$ cat config.mk
export PLATFORM = sky130hd
export DESIGN_NAME = sprite_anim_ctrl
export DESIGN_NICKNAME = d
export VERILOG_FILES = /design/src/rtl/sprite_anim_ctrl.sv
export SDC_FILE = /design/constraint.sdc
export NUM_CORES = 1
export LEC_CHECK = 0
export BUFFER_PORTS_ARGS = -buffer_cell sky130_fd_sc_hd__buf_2
export CORE_MARGIN = 4
export CORE_UTILIZATION = 56
export DETAILED_ROUTE_END_ITERATION = 10
export PLACE_DENSITY = 0.95
export SETUP_SLACK_MARGIN = 0.4
export SYNTH_ARGS = -nofsm -noshare
export SYNTH_HDL_FRONTEND = slang
export SYNTH_SLANG_ARGS = --single-unit
$ cat constraint.sdc
create_clock -name clk -period 4.3 [get_ports clk]
set_input_delay 0.86 -clock clk [delete_from_list [all_inputs] [get_ports clk]]
set_output_delay 0.86 -clock clk [all_outputs]
set_load 0.03 [all_outputs]
$ cat src/rtl/sprite_anim_ctrl.sv
// Sprite frame sequencer: timebase-driven frame advance, committed only at vsync,
// plus a ROM-latency-aligned pixel mux with a hit-colour override.
module sprite_anim_ctrl #(
  parameter int NUM_FRAMES = 4,
  parameter int PIX_W      = 12,
  parameter int TICK_DIV   = 6000000,
  parameter int HOLD_TICKS = 4,
  parameter int ROM_LAT    = 1,
  parameter logic [PIX_W-1:0] HIT_COLOR = 12'h428,
  localparam int IDX_W     = $clog2(NUM_FRAMES) + 1
) (
  input  logic                        clk,
  input  logic                        rst_n,
  input  logic                        en,
  input  logic [1:0]                  mode,
  input  logic                        start,
  input  logic                        vsync_start,
  input  logic                        hit,
  input  logic [NUM_FRAMES*PIX_W-1:0] frame_pix,
  output logic [PIX_W-1:0]            vga_pix,
  output logic [IDX_W-1:0]            frame_idx,
  output logic                        done
);

  localparam int TCW = $clog2(TICK_DIV + 1);
  localparam int HCW = $clog2(HOLD_TICKS + 1);
  localparam logic [IDX_W-1:0] LAST = IDX_W'(NUM_FRAMES - 1);
  localparam logic [IDX_W-1:0] ONE  = IDX_W'(1);

  logic [TCW-1:0]   r_tick_cnt;
  logic [HCW-1:0]   r_hold_cnt;
  logic             r_pending;
  logic [IDX_W-1:0] r_frame_idx;
  logic             r_dir_dn;
  logic             r_done;
  logic [PIX_W-1:0] r_vga_pix;

  logic             w_tick_wrap, w_hold_wrap, w_swap;
  logic [IDX_W-1:0] w_nxt_idx;
  logic             w_nxt_dir, w_nxt_done;
  logic [IDX_W-1:0] w_idx_d;
  logic             w_hit_d;
  logic [PIX_W-1:0] w_sel_pix;

  assign w_tick_wrap = en && (r_tick_cnt == TCW'(TICK_DIV - 1));
  assign w_hold_wrap = w_tick_wrap && (r_hold_cnt == HCW'(HOLD_TICKS - 1));
  // Swaps are held off while paused so the pending flag stays frozen with the timebase.
  assign w_swap      = en && vsync_start && r_pending;

  always_comb begin
    w_nxt_idx  = r_frame_idx;
    w_nxt_dir  = r_dir_dn;
    w_nxt_done = r_done;
    case (mode)
      2'd0: w_nxt_idx = (r_frame_idx >= LAST) ? '0 : r_frame_idx + ONE;
      2'd1: begin
        if (NUM_FRAMES > 1) begin
          if (!r_dir_dn) begin
            if (r_frame_idx >= LAST) begin
              w_nxt_idx = LAST - ONE;
              w_nxt_dir = 1'b1;
            end else begin
              w_nxt_idx = r_frame_idx + ONE;
            end
          end else begin
            if (r_frame_idx == '0) begin
              w_nxt_idx = ONE;
              w_nxt_dir = 1'b0;
            end else begin
              w_nxt_idx = r_frame_idx - ONE;
            end
          end
        end
      end
      2'd2: begin
        if (!r_done) begin
          if (r_frame_idx >= LAST) begin
            w_nxt_done = 1'b1;
          end else begin
            w_nxt_idx  = r_frame_idx + ONE;
            w_nxt_done = ((r_frame_idx + ONE) == LAST);
          end
        end
      end
      default: ;
    endcase
  end

  always_ff @(posedge clk) begin
    if (!rst_n) begin
      r_tick_cnt  <= '0;
      r_hold_cnt  <= '0;
      r_pending   <= 1'b0;
      r_frame_idx <= '0;
      r_dir_dn    <= 1'b0;
      r_done      <= 1'b0;
    end else if (start) begin
      r_tick_cnt  <= '0;
      r_hold_cnt  <= '0;
      r_pending   <= 1'b0;
      r_frame_idx <= '0;
      r_dir_dn    <= 1'b0;
      r_done      <= 1'b0;
    end else begin
      if (en)          r_tick_cnt <= w_tick_wrap ? '0 : r_tick_cnt + TCW'(1);
      if (w_tick_wrap) r_hold_cnt <= w_hold_wrap ? '0 : r_hold_cnt + HCW'(1);
      r_pending <= (r_pending && !w_swap) || w_hold_wrap;
      if (w_swap) begin
        r_frame_idx <= w_nxt_idx;
        r_dir_dn    <= w_nxt_dir;
        r_done      <= w_nxt_done;
      end
    end
  end

  // Index and hit travel alongside the ROM read so each pixel uses the frame it was addressed with.
  generate
    if (ROM_LAT == 0) begin : g_nolat
      assign w_idx_d = r_frame_idx;
      assign w_hit_d = hit;
    end else begin : g_lat
      logic [ROM_LAT-1:0][IDX_W-1:0] r_idx_pipe;
      logic [ROM_LAT-1:0]            r_hit_pipe;
      always_ff @(posedge clk) begin
        if (!rst_n) begin
          r_idx_pipe <= '0;
          r_hit_pipe <= '0;
        end else begin
          r_idx_pipe[0] <= r_frame_idx;
          r_hit_pipe[0] <= hit;
          for (int i = 1; i < ROM_LAT; i++) begin
            r_idx_pipe[i] <= r_idx_pipe[i-1];
            r_hit_pipe[i] <= r_hit_pipe[i-1];
          end
        end
      end
      assign w_idx_d = r_idx_pipe[ROM_LAT-1];
      assign w_hit_d = r_hit_pipe[ROM_LAT-1];
    end
  endgenerate

  always_comb begin
    w_sel_pix = '0;
    for (int k = 0; k < NUM_FRAMES; k++)
      if (w_idx_d == IDX_W'(k)) w_sel_pix = frame_pix[k*PIX_W +: PIX_W];
  end

  always_ff @(posedge clk) begin
    if (!rst_n) r_vga_pix <= '0;
    else        r_vga_pix <= w_hit_d ? HIT_COLOR : w_sel_pix;
  end

  assign vga_pix   = r_vga_pix;
  assign frame_idx = r_frame_idx;
  assign done      = r_done;

endmodule
==> results of run 1 <==
cell usage after synthesis (all sizes together), types with 10 or more instances:
library cell / instances / area (um2)
buf: 10 / 77.57
o21ai: 20 / 100.1
and3: 14 / 87.58
ha: 10 / 125.1
dfxtp: 48 / 960.9
a21oi: 18 / 93.84
or3: 11 / 73.82
mux4: 10 / 225.2
nand2: 17 / 63.81
and2: 10 / 65.06
nor2: 14 / 52.55
nand3: 13 / 65.06
layout make-up:
type                            count  share of cell area
Timing Repair Buffer               71              0.1180
Sequential cell                    48              0.3192
Inverter                            5            0.006234
Multi-Input combinational cell    206              0.5050
Clock buffer                        8             0.02993
Tap cell                           52             0.02161
cell usage in the layout, fill, tap and decap left out, drive strengths merged, types with 2 or more instances in the layout:
cell	Yosys	final
and3	14	14
o21ai	20	20
mux4	10	10
and2	10	10
mux2i	5	5
nor2b	4	4
nand3b	3	3
buf	10	71
ha	10	10
xor2	8	8
and4	6	6
nand4	9	9
a211oi	2	2
dfxtp	48	48
o21a	3	3
a21oi	18	18
nor2	14	14
clkbuf	4	8
a31oi	4	4
nand2	17	17
or4	2	2
nor4b	2	2
or3	11	11
nor3	5	5
nand3	13	13
nand2b	3	3
inv	5	5
o31ai	3	3
worst max-delay path: cells and delay by family:
kind / cells / cell delay (ns)
AO/OA/AOI/OAI: 1 / 0.41
buffers and inverters: 1 / 0.22
AND/OR/NAND/NOR: 2 / 1.00
routing by layer:
| metal | vias up | GRT usage | part of all wire |
|---|---|---|---|
| li1 | 1135 | - | - |
| met1 | 1106 | 0.2612 | 0.42 |
| met2 | 101 | 0.3613 | 0.50 |
| met3 | 12 | 0.05083 | 0.060 |
| met4 | 0 | 0.06050 | 0.017 |
| met5 | - | 0 | 0 |
power by group:
group	total, uW	internal, uW	leakage, uW	switching [uW]
clock network	274	131	0.0000455	143
registers	454	451	0.000390	2.53
logic	83.1	39.4	0.000794	43.7
sequential cells by signal, indices dropped and copies added (netlist names):
name and cells:
vga_pix 12, g_lat.r_hit_pipe 1, r_pending 1, r_hold_cnt 3, r_dir_dn 1, frame_idx 3, g_lat.r_idx_pipe 3, done 1
r_tick_cnt 23
logic make-up after synthesis:
kind of cell / synth area share
AOI/OAI and AO/OA: 0.1351
xor gates and xnor gates: 0.03041
adders and majority gates: 0.04826
buffers and inverters: 0.04295
DFF: 0.3707
muxes: 0.1105
and+or+nand+nor: 0.2621
final timing paths:
check | end | slack (ns)
max | r_tick_cnt[14] | 2.03
min | r_hold_cnt[2] | 0.45
max reg2reg | r_tick_cnt[14] | 2.16
min reg2reg | r_hold_cnt[2] | 0.45
metrics by stage:
stage / area, um2 / utilization
after global routing: 3010 / 0.6820
final: 3010 / 0.6820
after floorplan: 2592 / -
after global placement: 2920 / 0.6616
after CTS: 3010 / 0.6820
after detailed placement: 2920 / 0.6616
==> metrics.cfg, run 1 <==
[synth]
ys_seq_elements=48
synth_warn=0
synthesis.nets=339
synth-async-reset-ratio=0
syn_area_mm2=0.002592
syn_area_per_cell_um2=9.496
postSynthCellCount=273
synthDistinctLibCells=48
seq_total_area_yosys=0.3707
synth-edff-count=0
yosys_most_used_dff=sky130_fd_sc_hd__dfxtp_1

[sta]
fin_worst_skew_ns=0.002936
total_negative_slack_ns=0
worst_pin_slew_ns=0.8821
clock.fmax_mhz=439.8
grt_setup_unrepaired=no
post-route-min-period_ns=2.274
timing.hold.ws_ns=0.4510
layout_setup_ws_ns=2.026
timing.final.max_slew_violations=0
max_slew_margin=0.4120
share_of_the_cycle_needed_by_the_critical_path_after_routing=0.5287
setup_viol=0
timing_hold_violations_final=0

[grt]
grt_max_degree=22
number_of_global_route_vias_before_repair=2240
grt_pass1_wl_mm=10.29
globalRouteTotalUtil=0.2108
global_route.overflow_total=0
antenna_found_initial=0

[pwr]
vdd_drop_max_mv=0.1303
cellLeakagePower_uw=0.001230
power.density_cell_area_mw_per_mm2=269.6
totalPowerFinal_uw=811.5

[placed_design]
dpl.hpwl_mm=4.649
detailedPlace.worstSlack_ns=1.707
placed_cells_incl_taps=382
gp_congestion=0.8913
io_buffer_count=71

[clock_tree]
cts.hold.buffers_added=0
cts_tree=yes
clock_tree.buffer_depth=2
clock_tree.root_cell=sky130_fd_sc_hd__clkbuf_8
path_clk_slew_ns=0.08
cts_htree_levels=2
clkSinkCount=48
postCtsResizedCells=0
cts_buffers=5
worstSkewPairLatency_ns=0.30
post-cts-setup-buffer-count=0

[hold_path]
hold_path_class=reg2reg
min-delay-start=r_hold_cnt[2]
whs_path_depth=2

[routing]
postRouteWirelength_mm=6.222
drt-wirelength-per-cell_um=15.95
final_antenna_net_count=0
vias=2354
drc=0
first_iter_violations=176
number_of_vias_per_cell_after_detailed_routing=6.036
detailedRoute.firstPassIterationCount=5

[cells_and_area]
syn2layout_area_growth_pct=16.12
number_of_nets_in_the_final_layout=403
multi_input_area_mm2=0.001520
num_antenna_cells=0
regArea_um2=960.9
post_route_cells_drive_above_1_share=0.2929
layoutNonFillerInstCount=390
fillers=337

[critical_path]
startpoint_to_endpoint_class_of_the_critical_path=in2reg
critPathCaptureType=flop
critical-path-max-stage-delay_ns=0.73
worstPathArrival_ns=2.50
reg2regPathDepth=4
crit_path_cell_trace=buf_2, nor2b_1, o31ai_4, nor3_1
worst-endpoint-required_ns=4.52
maximum_fanout_encountered_on_the_critical_timing_path=21
setup.worst_path.start_class=input port
worst_r2r_startpoint=r_tick_cnt[3]
crit_path_start=rst_n
critPathSlowestCell=sky130_fd_sc_hd__nor2b_1

[die]
die-area_mm2=0.005782
initial_standard_cell_utilization_of_the_core=0.5873
design.core.area_mm2=0.004414
num_io_pins=72
row_count=24
die_h_um=76.04
die-width_um=76.04

[run]
maxCapViolations=0

[status]
outcome=finished clean

(Power assumes the default switching activity.)
==> run 2, diff against run 1 <==
--- a/config.mk
+++ b/config.mk
@@ -7,9 +7,9 @@
 export LEC_CHECK = 0
 export BUFFER_PORTS_ARGS = -buffer_cell sky130_fd_sc_hd__buf_2
 export CORE_MARGIN = 4
-export CORE_UTILIZATION = 56
+export CORE_UTILIZATION = 52
 export DETAILED_ROUTE_END_ITERATION = 10
-export PLACE_DENSITY = 0.95
+export PLACE_DENSITY = 0.91
 export SETUP_SLACK_MARGIN = 0.4
 export SYNTH_ARGS = -nofsm -noshare
 export SYNTH_HDL_FRONTEND = slang
==> constraint.sdc (replaced) <==
create_clock -name clk -period 2.3 [get_ports clk]
set_input_delay 0.46 -clock clk [delete_from_list [all_inputs] [get_ports clk]]
set_output_delay 0.46 -clock clk [all_outputs]
set_load 0.03 [all_outputs]
==> metrics.cfg, run 2 (synthesis gave the netlist of run 1 again) <==
[critical_path]
startpoint_to_endpoint_class_of_the_critical_path=reg2reg
endpoint=frame_idx[2]
worstPathArrival_ns=2.06  ; -0.44 ns
worst_r2r_startpoint=frame_idx[0]
worst-endpoint-required_ns=2.52  ; -2.00 ns
r2r_setup_slack_ns=0.46  ; -1.70 ns
crit_path_start=frame_idx[0]
maximum_fanout_encountered_on_the_critical_timing_path=6  ; -71%
setup.worst_path.start_class=flop
reg2regPathDepth=6  ; +2
critPathCaptureType=flop
regToRegEndpoint=frame_idx[2]

[sta]
post-route-min-period_ns=1.837
total_negative_slack_ns=0  ; unchanged
setup_viol=0  ; unchanged
clock.fmax_mhz=544.4
timing_hold_violations_final=0  ; unchanged
timing.final.max_slew_violations=0  ; unchanged
max_slew_margin=0.5961  ; +0.1842
share_of_the_cycle_needed_by_the_critical_path_after_routing=0.7986
fin_worst_skew_ns=0.008448  ; +0.005512 ns
worst_pin_slew_ns=0.6050  ; -0.2771 ns
timing.hold.ws_ns=0.3756  ; -0.07537 ns
grt_setup_unrepaired=yes

[routing]
drt-wirelength-per-cell_um=14.83  ; -7.1%
number_of_vias_per_cell_after_detailed_routing=5.597  ; -7.3%
vias=2317  ; -1.6%
first_iter_violations=181  ; +2.8%
postRouteWirelength_mm=6.139  ; -1.3%
detailedRoute.firstPassIterationCount=4  ; -1
final_antenna_net_count=0  ; unchanged
drc=0  ; unchanged

[grt]
number_of_global_route_vias_before_repair=2233  ; -0.31%
global_route.overflow_total=0  ; unchanged
grt_pass1_wl_mm=10.01  ; -2.7%
grt_max_degree=19  ; -14%
antenna_found_initial=0  ; unchanged
globalRouteTotalUtil=0.2006  ; -0.01026

[cells_and_area]
post_route_cells_drive_above_1_share=0.3372  ; +0.04428
multi_input_area_mm2=0.001560  ; +2.6%
largest_register_ffs=23  ; unchanged
postLayoutCoreUtil=0.6578  ; -0.02420
final_common_cell=sky130_fd_sc_hd__buf_2
syn2layout_area_growth_pct=21.43
number_of_nets_in_the_final_layout=413  ; +2.5%
num_antenna_cells=0  ; unchanged
layout.cells.most_common_list=71 x sky130_fd_sc_hd__buf_2, 44 x sky130_fd_sc_hd__dfxtp_1, 19 x sky130_fd_sc_hd__o21ai_0
fillers=383  ; +14%
largest-register=r_tick_cnt
regArea_um2=973.4  ; +1.3%

[die]
initial_standard_cell_utilization_of_the_core=0.5417  ; -0.04560
design.core.area_mm2=0.004786  ; +8.4%
die_h_um=78.61  ; +3.4%
row_count=25  ; +4.2%
die-width_um=78.61  ; +3.4%
die-area_mm2=0.006180  ; +6.9%
num_io_pins=72  ; unchanged

[pwr]
cellLeakagePower_uw=0.001298  ; +5.5%
vdd_drop_max_mv=0.2473  ; +90%
switching_power_uw=344.6  ; +82%
totalPowerFinal_uw=1471  ; +81%
switching_share=0.2343  ; +0.0009858
cellInternalPower_uw=1126  ; +81%
comb_power_share=0.111  ; +0.009
power.share.clock=0.314  ; -0.024
power.density_cell_area_mw_per_mm2=467.2  ; +73%
sequentialPowerShare=0.575  ; +0.016

[clock_tree]
clock_tree.buffer_depth=2  ; unchanged
clock_tree.root_cell=sky130_fd_sc_hd__clkbuf_8
clkSinkCount=48  ; unchanged
path_clk_slew_ns=0.08  ; about the same
cts_buffers=5  ; unchanged
worstSkewPairLatency_ns=0.29  ; about the same
cts_htree_levels=2  ; unchanged
cts_tree=yes

[placed_design]
io_buffer_count=71  ; unchanged
gp_congestion=0.8553  ; -4.0%
dpl.hpwl_mm=4.513  ; -2.9%

[hold_path]
hold_path_class=in2reg

[run]
maxCapViolations=0  ; unchanged

[status]
outcome=finished clean

[run 2: metal layers]
| metal | vias to the layer above | global-route usage | share of wire |
|---|---|---|---|
| li1 | 1151 | - | - |
| met2 | 70 | 0.3718 | 0.54 |
| met4 | 0 | 0.06469 | 0.021 |
| met1 | 1085 | 0.2293 | 0.39 |
| met3 | 11 | 0.03784 | 0.052 |
| met5 | - | 0 | 0 |
[run 2: what timing repair did]
action | CTS | global route
endpoints found under the setup margin | 3 | 18
gates resized for setup | 1 | 12
hold buffers | 0 | 0
pin swaps | 2 | 5
setup buffers | 0 | 6
[run 2: power by group through the flow]
stage	Combinational, uW	Clock, uW	Sequential (uW)
2_1_floorplan	60.7	0	893
3_3_place_gp	152	0	868
3_5_place_dp	158	0	869
4_1_cts	159	478	849
5_1_grt	177	517	848
6_report	163	462	846
[run 2: layout make-up]
class | instances | share of cell area
multi-input cells | 206 | 0.4956
flip-flops and latches | 48 | 0.3092
inverters | 5 | 0.005962
well taps | 67 | 0.02663
clock inverters | 1 | 0.001590
clock buffers | 6 | 0.02305
repair buffers | 81 | 0.1379
[run 2: critical path: stages (launching register included)]
cell and delay, ns:
sky130_fd_sc_hd__dfxtp_4 0.37, sky130_fd_sc_hd__ha_2 0.20, sky130_fd_sc_hd__ha_4 0.17, sky130_fd_sc_hd__a2111o_1 0.42, sky130_fd_sc_hd__a211oi_4 0.33, sky130_fd_sc_hd__o21ai_0 0.13
sky130_fd_sc_hd__a31oi_1 0.15
[run 2: worst min path at each step]
stage                        startpoint                to  slack [ns]  cells after the start
after CTS                           hit  g_lat.r_hit_pipe        0.37                      2
after floorplan           r_hold_cnt[2]     r_hold_cnt[2]        0.41                      2
after detailed placement  r_hold_cnt[2]     r_hold_cnt[2]        0.43                      2
final                               hit  g_lat.r_hit_pipe        0.38                      2
after global routing                hit  g_lat.r_hit_pipe        0.36                      2
after global placement    r_hold_cnt[2]     r_hold_cnt[2]        0.42                      2
[run 2: stage by stage]
step	worst slack [ns]	area [um2]	std cells
finish	0.4632	3148	414
detailed placement	0.3755	2973	401
floorplan	0.4245	2596	273
CTS	0.4130	3058	408
global placement	0.4483	2973	401
global route	0.3717	3148	414
==> run 3, diff against run 2 <==
--- a/config.mk
+++ b/config.mk
@@ -5,11 +5,12 @@
 export SDC_FILE = /design/constraint.sdc
 export NUM_CORES = 1
 export LEC_CHECK = 0
+export ABC_AREA = 1
 export BUFFER_PORTS_ARGS = -buffer_cell sky130_fd_sc_hd__buf_2
 export CORE_MARGIN = 4
-export CORE_UTILIZATION = 52
+export CORE_UTILIZATION = 48
 export DETAILED_ROUTE_END_ITERATION = 10
-export PLACE_DENSITY = 0.91
+export PLACE_DENSITY = 0.88
 export SETUP_SLACK_MARGIN = 0.4
 export SYNTH_ARGS = -nofsm -noshare
 export SYNTH_HDL_FRONTEND = slang
==> constraint.sdc (replaced) <==
create_clock -name clk -period 1.66 [get_ports clk]
set_input_delay 0.332 -clock clk [delete_from_list [all_inputs] [get_ports clk]]
set_output_delay 0.332 -clock clk [all_outputs]
set_load 0.03 [all_outputs]
==> metrics.cfg, run 3 <==
[status]
outcome=finished clean

[critical_path]
worst-endpoint-required_ns=1.87  ; -0.65 ns
critPathSlowestCell=sky130_fd_sc_hd__dfxtp_4
maximum_fanout_encountered_on_the_critical_timing_path=6  ; unchanged
worstPathArrival_ns=1.68  ; -0.38 ns
critical-path-top-delay-family=simple AND/OR/NAND/NOR gates
critPathCaptureType=flop
startpoint_to_endpoint_class_of_the_critical_path=reg2reg
worst-path-buf-inv=1  ; +1
crit_path_cell_trace=ha_4, ha_4, nor2_4, nand2_4, nor2_4, o21ai_4, nor2_2, nand2_1, nand2_1, inv_1
critical-path-max-stage-delay_ns=0.38  ; -0.04 ns
setup.worst_path.start_class=flop
crit_path_start=frame_idx[0]
worst_r2r_startpoint=frame_idx[0]

[routing]
vias=2946  ; +27%
drt-wirelength-per-cell_um=13.12  ; -12%
final_antenna_net_count=0  ; unchanged
number_of_vias_per_cell_after_detailed_routing=5.261  ; -6.0%
drc=0  ; unchanged
detailedRoute.firstPassIterationCount=4  ; unchanged
postRouteWirelength_mm=7.348  ; +20%
first_iter_violations=174  ; -3.9%

[sta]
grt_setup_unrepaired=yes
share_of_the_cycle_needed_by_the_critical_path_after_routing=0.8869  ; +0.08824
max_slew_margin=0.7842  ; +0.1881
total_negative_slack_ns=0  ; unchanged
setup_viol=0  ; unchanged
timing.final.max_slew_violations=0  ; unchanged
timing_hold_violations_final=0  ; unchanged
clock.fmax_mhz=679.3  ; +25%
worst_pin_slew_ns=0.3229  ; -0.2821 ns
layout_setup_ws_ns=0.1878  ; -0.2754 ns
post-route-min-period_ns=1.472  ; -0.3646 ns
fin_worst_skew_ns=0.004807  ; -0.003641 ns

[placed_design]
dpl-instance-area_mm2=0.003247  ; +9.2%
dpl.hpwl_mm=5.522  ; +22%
detailedPlace.worstSlack_ns=0.1116  ; -0.2639 ns
io_buffer_count=71  ; unchanged
gp_congestion=0.9304  ; +8.8%

[clock_tree]
clkSinkCount=48  ; unchanged
cts_htree_levels=2  ; unchanged
clock_tree.root_cell=sky130_fd_sc_hd__clkbuf_8
cts.hold.buffers_added=0  ; unchanged
path_clk_slew_ns=0.09  ; about the same
cts_tree=yes
cts_buffers=5  ; unchanged
clock_tree.buffer_depth=2  ; unchanged
worstSkewPairLatency_ns=0.30  ; about the same

[synth]
postSynthCellCount=404  ; +48%
syn_area_mm2=0.002720  ; +4.9%
synth_common_cells=103 x sky130_fd_sc_hd__nand2_1, 56 x sky130_fd_sc_hd__nor2_1, 53 x sky130_fd_sc_hd__inv_1
synth_area_leaders=sky130_fd_sc_hd__dfxtp_1 35%, sky130_fd_sc_hd__nand2_1 14%, sky130_fd_sc_hd__nand3_1 8.5%
synthesis.nets=470  ; +39%
synth-async-reset-ratio=0  ; unchanged
synth_top_area_frac=0.3533  ; -0.01739
synth_warn=0  ; unchanged
synthDistinctLibCells=35  ; -27%
seq_total_area_yosys=0.3533  ; -0.01739
yosysMostFrequentCell=sky130_fd_sc_hd__nand2_1
synth_largest_area_cell=sky130_fd_sc_hd__dfxtp_1
syn_area_per_cell_um2=6.733  ; -29%
ys_seq_elements=48  ; unchanged
synth-edff-count=0  ; unchanged
yosys_most_used_dff=sky130_fd_sc_hd__dfxtp_1

[die]
initial_standard_cell_utilization_of_the_core=0.4940  ; -0.04772
row_count=27  ; +8.0%
die-area_mm2=0.006936  ; +12%
num_io_pins=72  ; unchanged
die_h_um=83.28  ; +5.9%
design.core.area_mm2=0.005507  ; +15%
die-width_um=83.28  ; +5.9%

[pwr]
power.density_cell_area_mw_per_mm2=643.5  ; +38%
vdd_drop_max_mv=0.3592  ; +45%
cellLeakagePower_uw=0.001547  ; +19%

[cells_and_area]
largest-register=r_tick_cnt
post_route_cells_drive_above_1_share=0.3012  ; -0.03595
fillers=453  ; +18%
largest_register_ffs=23  ; unchanged
number_of_nets_in_the_final_layout=553  ; +34%
postLayoutCoreUtil=0.6385  ; -0.01929
layout.cells.most_common_list=99 x sky130_fd_sc_hd__nand2_1, 69 x sky130_fd_sc_hd__buf_2, 52 x sky130_fd_sc_hd__inv_1
final_common_cell=sky130_fd_sc_hd__nand2_1
syn2layout_area_growth_pct=29.25
final_cell_area_excluding_filler_cells_mm2=0.003516  ; +12%
num_antenna_cells=0  ; unchanged

[hold_path]
min-delay-start=hit
hold_path_class=in2reg

[grt]
global_route.overflow_total=0  ; unchanged
grt_pass1_wl_mm=12.12  ; +21%
globalRouteTotalUtil=0.2092  ; +0.008667
number_of_global_route_vias_before_repair=2734  ; +22%
antenna_found_initial=0  ; unchanged
grt_max_degree=25  ; +6

[run]
maxCapViolations=0  ; unchanged

## run 3: metrics by stage
stage	power [uW]	instances	hold WS, ns
2_1_floorplan	1317	404	0.4255
3_3_place_gp	1420	547	0.4426
3_5_place_dp	1423	547	0.4484
4_1_cts	2271	558	0.2053
5_1_grt	2349	560	0.2060
6_report	2263	560	0.2095
## run 3: worst min-delay path, cell delays in order
cell,delay [ns]
sky130_fd_sc_hd__buf_2,0.07
sky130_fd_sc_hd__nand2_1,0.04
sky130_fd_sc_hd__inv_1,0.04
## run 3: worst paths after layout
kind                            depth (start not counted)               end  slack, ns
worst max register to register                         10      frame_idx[2]       0.19
worst max-delay path                                   10      frame_idx[2]       0.19
worst min-delay path                                    3  g_lat.r_hit_pipe       0.21
worst min register to register                          2     r_hold_cnt[2]       0.46
## run 3: cell families after synthesis
logic type               after synthesis  synth area share
AO/OA/AOI/OAI                         39           0.09337
XOR/XNOR                               4           0.01288
adder cells (fa/ha/maj)               10           0.04600
buffers and inverters                 64           0.09751
flip-flops                            48            0.3533
AND/OR/NAND/NOR                      239            0.3970
## run 3: layer usage
layer / routed length [um] / GRT usage / part of all wire
met3: 717 / 0.06647 / 0.098
met5: 0 / 0 / 0
met2: 3469 / 0.3506 / 0.47
met1: 3044 / 0.2450 / 0.41
met4: 116 / 0.08915 / 0.016
## run 3: power by group
group	leakage, uW	switching (uW)	total [uW]	internal [uW]
registers	0.000398	6.79	1170	1160
clock network	0.0000627	392	863	471
logic	0.00109	133	229	96.3
total	0.00155	531	2260	1730
## run 3: layout make-up
type | instances | area, um2 | area share
sequential | 48 | 987.2 | 0.2808
tap | 72 | 90.09 | 0.02562
inverter | 55 | 211.5 | 0.06014
timing repair buffer | 85 | 469.2 | 0.1335
multi-input combinational | 292 | 1637 | 0.4655
clock buffer | 8 | 121.4 | 0.03452
## run 3: timing repair
| action | 4_1_cts | 5_1_grt |
|---|---|---|
| gates resized for setup | 14 | 22 |
| pin swaps | 6 | 4 |
| setup buffers | 3 | 2 |
| endpoints found under the setup margin | 27 | 33 |
